## src/rtl/pipeline_chroma_keyer.sv

```systemverilog
// Three-stage chroma keyer: per-channel |fg - key| against a programmable tolerance,
// producing background, foreground or a 50/50 blend, with a per-frame keyed-pixel count.
module pipeline_chroma_keyer #(
  parameter int unsigned R_W       = 5,
  parameter int unsigned G_W       = 6,
  parameter int unsigned B_W       = 5,
  parameter int unsigned CNT_W     = 20,
  localparam int unsigned PIXEL_W  = R_W + G_W + B_W
) (
  input  logic               clk,
  input  logic               rst,
  input  logic               frame_start,
  input  logic               in_valid,
  input  logic [PIXEL_W-1:0] bg_pixel_in,
  input  logic [PIXEL_W-1:0] fg_pixel_in,
  input  logic [1:0]         cfg_mode,
  input  logic [PIXEL_W-1:0] cfg_key,
  input  logic [PIXEL_W-1:0] cfg_tol,
  output logic               out_valid,
  output logic [PIXEL_W-1:0] pixel_out,
  output logic [CNT_W-1:0]   keyed_count
);

  localparam int unsigned G_LSB = B_W;
  localparam int unsigned R_LSB = B_W + G_W;

  typedef enum logic [1:0] {
    ModePassFg = 2'd0,
    ModeHard   = 2'd1,
    ModeSoft   = 2'd2,
    ModePassBg = 2'd3
  } mode_e;

  // Active (shadowed) configuration
  mode_e              mode_q, mode_d;
  logic [PIXEL_W-1:0] key_q, key_d;
  logic [PIXEL_W-1:0] tol_q, tol_d;

  // Stage 1
  logic               s1_valid_q, s1_valid_d;
  logic               s1_tag_q, s1_tag_d;
  mode_e              s1_mode_q, s1_mode_d;
  logic [PIXEL_W-1:0] s1_fg_q, s1_fg_d;
  logic [PIXEL_W-1:0] s1_bg_q, s1_bg_d;
  logic [PIXEL_W-1:0] s1_tol_q, s1_tol_d;
  logic [R_W-1:0]     s1_dr_q, s1_dr_d;
  logic [G_W-1:0]     s1_dg_q, s1_dg_d;
  logic [B_W-1:0]     s1_db_q, s1_db_d;

  // Stage 2
  logic               s2_valid_q, s2_valid_d;
  logic               s2_tag_q, s2_tag_d;
  mode_e              s2_mode_q, s2_mode_d;
  logic [PIXEL_W-1:0] s2_fg_q, s2_fg_d;
  logic [PIXEL_W-1:0] s2_bg_q, s2_bg_d;
  logic               s2_keyed_q, s2_keyed_d;
  logic               s2_band_q, s2_band_d;

  // Stage 3 / status
  logic               out_valid_q, out_valid_d;
  logic [PIXEL_W-1:0] pixel_q, pixel_d;
  logic [CNT_W-1:0]   run_q, run_d;
  logic [CNT_W-1:0]   keyed_count_q, keyed_count_d;

  logic [R_W-1:0] fg_r, key_r, tol_r;
  logic [G_W-1:0] fg_g, key_g, tol_g;
  logic [B_W-1:0] fg_b, key_b, tol_b;
  logic           near_r, near_g, near_b, wide_r, wide_g, wide_b;
  logic [R_W:0]   sum_r;
  logic [G_W:0]   sum_g;
  logic [B_W:0]   sum_b;
  logic [PIXEL_W-1:0] blend, sel;
  logic           hit;
  logic [CNT_W-1:0] run_inc;

  // Config load and stage 1; the frame_start pixel sees the new config via the _d bypass.
  always_comb begin
    mode_d = mode_q;
    key_d  = key_q;
    tol_d  = tol_q;
    if (frame_start) begin
      mode_d = mode_e'(cfg_mode);
      key_d  = cfg_key;
      tol_d  = cfg_tol;
    end

    fg_r  = fg_pixel_in[R_LSB +: R_W];
    fg_g  = fg_pixel_in[G_LSB +: G_W];
    fg_b  = fg_pixel_in[0 +: B_W];
    key_r = key_d[R_LSB +: R_W];
    key_g = key_d[G_LSB +: G_W];
    key_b = key_d[0 +: B_W];

    s1_valid_d = in_valid;
    s1_tag_d   = frame_start;
    s1_mode_d  = mode_d;
    s1_fg_d    = fg_pixel_in;
    s1_bg_d    = bg_pixel_in;
    s1_tol_d   = tol_d;
    s1_dr_d    = (fg_r >= key_r) ? fg_r - key_r : key_r - fg_r;
    s1_dg_d    = (fg_g >= key_g) ? fg_g - key_g : key_g - fg_g;
    s1_db_d    = (fg_b >= key_b) ? fg_b - key_b : key_b - fg_b;
  end

  // Stage 2: near/edge classification; 2*tol is a left shift into one extra bit.
  always_comb begin
    tol_r = s1_tol_q[R_LSB +: R_W];
    tol_g = s1_tol_q[G_LSB +: G_W];
    tol_b = s1_tol_q[0 +: B_W];

    near_r = s1_dr_q <= tol_r;
    near_g = s1_dg_q <= tol_g;
    near_b = s1_db_q <= tol_b;
    wide_r = {1'b0, s1_dr_q} <= {tol_r, 1'b0};
    wide_g = {1'b0, s1_dg_q} <= {tol_g, 1'b0};
    wide_b = {1'b0, s1_db_q} <= {tol_b, 1'b0};

    s2_valid_d = s1_valid_q;
    s2_tag_d   = s1_tag_q;
    s2_mode_d  = s1_mode_q;
    s2_fg_d    = s1_fg_q;
    s2_bg_d    = s1_bg_q;
    s2_keyed_d = near_r & near_g & near_b;
    s2_band_d  = wide_r & wide_g & wide_b & ~s2_keyed_d;
  end

  // Stage 3: output select and keyed-pixel accounting
  always_comb begin
    sum_r = {1'b0, s2_fg_q[R_LSB +: R_W]} + {1'b0, s2_bg_q[R_LSB +: R_W]};
    sum_g = {1'b0, s2_fg_q[G_LSB +: G_W]} + {1'b0, s2_bg_q[G_LSB +: G_W]};
    sum_b = {1'b0, s2_fg_q[0 +: B_W]} + {1'b0, s2_bg_q[0 +: B_W]};
    blend = {sum_r[R_W:1], sum_g[G_W:1], sum_b[B_W:1]};

    sel = s2_fg_q;
    unique case (s2_mode_q)
      ModePassFg: sel = s2_fg_q;
      ModeHard:   sel = s2_keyed_q ? s2_bg_q : s2_fg_q;
      ModeSoft:   sel = s2_keyed_q ? s2_bg_q : (s2_band_q ? blend : s2_fg_q);
      ModePassBg: sel = s2_bg_q;
    endcase

    hit = s2_valid_q && s2_keyed_q && (s2_mode_q == ModeHard || s2_mode_q == ModeSoft);

    out_valid_d = s2_valid_q;
    pixel_d     = s2_valid_q ? sel : pixel_q;

    run_inc       = (run_q == {CNT_W{1'b1}}) ? run_q : run_q + CNT_W'(1);
    run_d         = run_q;
    keyed_count_d = keyed_count_q;
    // The tagged pixel belongs to the new frame, so it seeds the restarted count.
    if (s2_tag_q) begin
      keyed_count_d = run_q;
      run_d         = hit ? CNT_W'(1) : '0;
    end else if (hit) begin
      run_d = run_inc;
    end
  end

  always_ff @(posedge clk) begin
    if (rst) begin
      mode_q        <= ModeHard;
      key_q         <= {{R_W{1'b0}}, {G_W{1'b1}}, {B_W{1'b0}}};
      tol_q         <= '0;
      s1_valid_q    <= 1'b0;
      s1_tag_q      <= 1'b0;
      s1_mode_q     <= ModePassFg;
      s1_fg_q       <= '0;
      s1_bg_q       <= '0;
      s1_tol_q      <= '0;
      s1_dr_q       <= '0;
      s1_dg_q       <= '0;
      s1_db_q       <= '0;
      s2_valid_q    <= 1'b0;
      s2_tag_q      <= 1'b0;
      s2_mode_q     <= ModePassFg;
      s2_fg_q       <= '0;
      s2_bg_q       <= '0;
      s2_keyed_q    <= 1'b0;
      s2_band_q     <= 1'b0;
      out_valid_q   <= 1'b0;
      pixel_q       <= '0;
      run_q         <= '0;
      keyed_count_q <= '0;
    end else begin
      mode_q        <= mode_d;
      key_q         <= key_d;
      tol_q         <= tol_d;
      s1_valid_q    <= s1_valid_d;
      s1_tag_q      <= s1_tag_d;
      s1_mode_q     <= s1_mode_d;
      s1_fg_q       <= s1_fg_d;
      s1_bg_q       <= s1_bg_d;
      s1_tol_q      <= s1_tol_d;
      s1_dr_q       <= s1_dr_d;
      s1_dg_q       <= s1_dg_d;
      s1_db_q       <= s1_db_d;
      s2_valid_q    <= s2_valid_d;
      s2_tag_q      <= s2_tag_d;
      s2_mode_q     <= s2_mode_d;
      s2_fg_q       <= s2_fg_d;
      s2_bg_q       <= s2_bg_d;
      s2_keyed_q    <= s2_keyed_d;
      s2_band_q     <= s2_band_d;
      out_valid_q   <= out_valid_d;
      pixel_q       <= pixel_d;
      run_q         <= run_d;
      keyed_count_q <= keyed_count_d;
    end
  end

  assign out_valid   = out_valid_q;
  assign pixel_out   = pixel_q;
  assign keyed_count = keyed_count_q;

endmodule

```

## config.mk

```make
export PLATFORM = sky130hd
export DESIGN_NAME = pipeline_chroma_keyer
export DESIGN_NICKNAME = d
export VERILOG_FILES = /design/src/rtl/pipeline_chroma_keyer.sv
export SDC_FILE = /design/constraint.sdc
export NUM_CORES = 1
export LEC_CHECK = 0
export BUFFER_PORTS_ARGS = -buffer_cell sky130_fd_sc_hd__buf_2
export CAP_MARGIN = 20
export CORE_UTILIZATION = 45
export CTS_CLUSTER_SIZE = 25
export DETAILED_ROUTE_END_ITERATION = 7
export PLACE_DENSITY = 0.66
export SLEW_MARGIN = 30
export SYNTH_ARGS = -nofsm -noshare
export SYNTH_HDL_FRONTEND = slang
export SYNTH_SLANG_ARGS = --single-unit
export TNS_END_PERCENT = 100
```

## constraint.sdc

```tcl
create_clock -name clk -period 2.9 [get_ports clk]
set_input_delay 0 -clock clk [delete_from_list [all_inputs] [get_ports clk]]
set_output_delay 0 -clock clk [all_outputs]
set_load 0.02 [all_outputs]
```

## Word level (Yosys, flattened, before mapping)

Cells that the tools add are included.

- Order comparisons: 9
- Shift-type cells: 0
- Bitwise logic cells: 6
- Multiplexer cells: 13
- Equality and inequality tests: 5
- Div/mod/pow operators: 0
- Add/subtract/negate cells: 10
- Multipliers: 0
- Reduce and logical (&&, ||, !) cells: 6

Operator list:

| operator | count |
|---|---|
| $mux W16 | 4 |
| $pmux W16 S4 | 1 |
| $mux W20 | 3 |
| $add A20 B1 Y20 const B | 1 |
| $eq A20 B20 Y1 const B | 1 |
| $sub A5 B5 Y5 | 4 |
| $add A5 B5 Y6 | 2 |
| $le A5 B6 Y1 | 2 |
| $sub A6 B6 Y6 | 2 |
| $ge A5 B5 Y1 | 2 |
| $le A5 B5 Y1 | 2 |
| $mux W5 | 2 |
| $add A6 B6 Y7 | 1 |
| $le A6 B7 Y1 | 1 |
| $ge A6 B6 Y1 | 1 |
| $le A6 B6 Y1 | 1 |
| $mux W6 | 1 |
| $and A1 B1 Y1 | 5 |
| $eq A2 B2 Y1 const B | 2 |
| $eq A2 B1 Y1 const B | 1 |
| $logic_and A1 B1 Y1 | 2 |
| $logic_not A2 Y1 | 1 |
| $mux W2 | 1 |
| $ne A2 B2 Y1 const B | 1 |
| other kinds (5) | 5 |

- Memories: 0
- Bits in latches: 0
- ROM bits: 0
- Bits in registers: 181
- Memory bits (writable): 0
- Bits of input ports: 70

## Depth between registers and ports, before layout

- Depth after elaboration: 5
- Mapped depth: 11
- Depth with buffers taken out: 9

## Worst setup path before layout

Ideal clock, no wire load.

- Kind: in2reg
- Start point: input port frame_start
- End point: register s1_dr_q[2]
- Data arrival time: 2,299 ps
- Slack: 460 ps
- Data required time: 2,759 ps
- Stages on the path: 11
- Cell sequence: buf_2 buf_2 mux2i_1 inv_1 ha_1 nor2b_1 o21a_1 a311oi_1 o21a_1 or4_1 o311ai_0

- Word-level cells in the longest chain between the ends: 3

RTL lines:

| what | line | text |
|---|---|---|
| start: declaration | 12 | `input logic frame_start,` |
| $mux W16 * | 81 | `if (frame_start) begin` |
| net key_d[12] | 36 | `logic [PIXEL_W-1:0] key_q, key_d;` |
| $sub A5 B5 Y5 / $ge A5 B5 Y1 (equally long branches) | 100 | `s1_dr_d = (fg_r >= key_r) ? fg_r - key_r : key_r - fg_r;` |
| $mux W5 * | 100 |  |
| end signal: assignment | 194 | `s1_dr_q <= s1_dr_d;` |
| end: declaration | 46 | `logic [R_W-1:0] s1_dr_q, s1_dr_d;` |

The timed path passes the listed nets; every way through them passes the cells marked *.
A chain may end at the register's enable or synchronous reset.

## Worst setup path in the final report

- Start point: register key_q[8]
- End point: register s1_dg_q[5]

- Word-level cells in the longest chain between the ends: 3

RTL lines:

| what | line | text |
|---|---|---|
| start: declaration | 36 |  |
| start signal: assignment | 162 | `key_q <= {{R_W{1'b0}}, {G_W{1'b1}}, {B_W{1'b0}}};` |
| start signal: assignment | 186 | `key_q <= key_d;` |
| $mux W16 * | 81 |  |
| net key_d[8] | 36 |  |
| $sub A6 B6 Y6 / $ge A6 B6 Y1 (equally long branches) | 101 | `s1_dg_d = (fg_g >= key_g) ? fg_g - key_g : key_g - fg_g;` |
| $mux W6 * | 101 |  |
| end signal: assignment | 195 | `s1_dg_q <= s1_dg_d;` |
| end: declaration | 47 | `logic [G_W-1:0] s1_dg_q, s1_dg_d;` |

Marked as above.

==> parameters.txt <==
Parameter                              Value

STA
  Worst setup skew after layout ... 10.5 ps
  Achievable frequency ... between 400 and 500 MHz
  Endpoints failing setup ... 0
  Setup TNS Final ... 0 ps
  Final Hold Violating Endpoints ... 0
  RSZ-0062 raised after global routing ... false
  Post-route fraction of the period consumed by the critical path ... 0.821
  Worst-margin pin slew ... 734 ps
  Relative max-transition margin ... 0.510
  Max-slew violations ... 0
  Post-layout min period ... 2380 ps

Routing
  # DRC ... 0
  Detail-routed net length per standard cell ... 13.6 um
  DR vias ... just over 7000
  Final WL ... around 19000 um
  Final ANT Viol Nets ... 0
  First-pass detailed-route iteration total ... 4
  Per-cell via count in the routed design ... about 5.0
  Count of routing violations after the opening detailed-route iteration ... 394

Final layout
  Fill cell count ... 1734
  Number of antenna diodes ... 0
  Count of nets after finishing ... ~1300
  Synthesis-to-finish area growth ... 23.1%
  Layout cells sized above 1 ... 0.152
  Post-route insts no fill ... ~1400

Worst setup path
  Critical Path Fanout Max ... 7
  Crit path required time ... 3200 ps
  Arrival time at the worst endpoint ... 2680 ps
  Critical Path Sink Type ... flop
  Crit Path Category ... reg2reg
  Startpoint type of the worst setup path ... flop
  Worst Reg-to-Reg Cells ... 9

Clocking
  CTS tree ... yes
  Number of hold-repair buffers added at the cts stage ... 69
  CTS resizes ... 0
  CTS sink count ... 180
  Clock-pin transition on the worst setup and hold timing paths ... about 70 ps
  Count of H-tree levels built during CTS ... 4
  Inserted Clock Buffers ... 17
  Insertion delay to the later sink of the worst-skew pair ... 440 ps
  Post-CTS setup-driven buffer insertion count ... 0
  Clock tree root driver cell ... clkbuf_16
  Maximum number of buffers from clock root to sink ... 2

Logic synthesis
  Number of warnings reported in the yosys synthesis log ... 0
  Average size of a mapped cell ... 9.16 um2
  Fraction of post-synthesis cell area in the top cell type by area ... 0.399
  Leading area contributor after synthesis ... dfxtp_1
  Post-synthesis register bit count ... between 150 and 200
  Number of flops mapped to enable cells by yosys ... 0
  Cells after Synth ... 987
  Cell types with the highest counts after synthesis ... dfxtp_1, nor2_1, ha_1
  Most common cell in the netlist ... dfxtp_1
  Synth Net Count ... 1142
  Count of distinct cell types in the synthesized netlist ... just over 70
  Mapped Area ... 0.00904 mm2
  Sequential share of the synthesized area ... 0.399
  Async set-or-reset flop fraction in the synthesized netlist ... 0
  Largest cells by area after synthesis ... dfxtp_1, ha_1, mux2i_1
  Main flop type after synthesis ... dfxtp_1

Place
  RePlAce Congestion ... ~0.86
  Post-DP HPWL ... between 10000 and 15000 um
  Port Buffer Count ... about 110
  Total placed cells including tap cells ... 1329

Floorplan
  Starting density of the core ... 0.461
  Cell Rows ... 51
  Die extent in y ... 144 um
  Die Area ... between 0.02 and 0.025 mm2
  Horizontal die dimension ... ~140 um
  Core region area ... between 0.015 and 0.02 mm2
  I/O pin count ... 107

Power
  Internal ... 4.30 mW
  Fraction of power consumed by sequential logic ... 0.444
  Total Power ... 6.09 mW
  Leakage power ... 4.87 nW
  Net load switching power ... 1.79 mW
  Peak supply drop ... roughly 0.00046 V
  PD cells ... 548 mW/mm2
  Relative contribution of the clock network to total power ... 0.370
  Fraction of power spent switching nets ... 0.294
  Combinational share of power ... 0.187

GRT
  Largest net degree at the start of global routing ... 56
  Via count of the first global-routing pass ... 6632
  Wire length of the first global-routing pass ... 31600 um
  Global-route usage over all layers ... 0.195
  Leftover overflow at the end of global routing ... 0
  Antenna violations before repair ... 0

Flow run
  Max-cap viol count ... 0

Min path
  Type of the worst min-delay path ... in2reg
  WHS Path Cells ... 3

Run status
  Outcome ... completed
## power groups by stage
| stage | Clock [mW] | Sequential [mW] | Combinational [mW] |
|---|---|---|---|
| after floorplan | 0 | 2.72 | 0.816 |
| after global placement | 0 | 2.76 | 1.04 |
| after detailed placement | 0 | 2.76 | 1.06 |
| after CTS | 2.32 | 2.70 | 1.14 |
| after global routing | 2.42 | 2.72 | 1.29 |
| final | 2.25 | 2.70 | 1.14 |
## layout make-up
cell class                 count  area, um2  share of cell area
multi-input combinational    694       5000               0.449
sequential                   180       3600               0.324
timing repair buffer         190       1350               0.121
clock buffer                  17        425              0.0383
tap                          265        332              0.0298
inverter                      69        259              0.0233
clock inverter                15        155              0.0140
## layer usage
metal,vias to the layer above,track usage,wire [um]
li1,3731,-,-
met1,3279,0.258,9330
met2,140,0.321,9050
met3,22,0.0333,737
met4,0,0.0661,259
met5,-,0,0
## cells by family after synthesis
group           synth area share
simple gates               0.194
mux                       0.0683
fa+ha+maj                  0.125
flops                      0.399
buf+inv                   0.0483
xor+xnor                  0.0204
compound gates             0.145
## placed cells by master, fill, tap and decap left out, types with 13 or more instances in the layout
cell           netlist  layout
a21oi_1             49      49
buf_2               10     105
buf_4                0      15
clkbuf_16            0      17
dfxtp_1            180     180
dlygate4sd3_1        0      69
ha_1                76      76
inv_1               69      69
mux2i_1             59      59
nand2_1             30      30
nand2b_1            28      28
nand3_1             16      16
nor2_1             122     122
nor2b_1             74      74
o21ai_0             44      44
xnor2_1             13      13
## path summary, 6_finish.rpt
| check | slack (ps) | from | end |
|---|---|---|---|
| worst max-delay path | 520 | key_q[8] | s1_dg_q[5] |
| worst max register to register | 520 | key_q[8] | s1_dg_q[5] |
| worst min register to register | 440 | s1_tag_q | s2_tag_q |
| worst min-delay path | 20 | frame_start | key_q[9] |
## critical path: stages (launching register included)
cell and delay, ps:
dfxtp_1 300, mux2i_1 210, inv_1 80, ha_1 380, and4_1 230, or3_1 350
o221ai_1 300, nor4b_1 100, a31oi_1 160, o2111ai_1 140
## through the flow
stage	hold slack [ps]	utilization	setup WS [ps]	cell area, um2
after floorplan	128	-	460	9040
after global placement	213	0.503	483	9850
after detailed placement	213	0.503	378	9850
after CTS	0.704	0.568	518	11100
after global routing	18.8	0.568	316	11100
final	16.1	0.568	519	11100
Note: power is estimated with default switching activity, not from simulation.
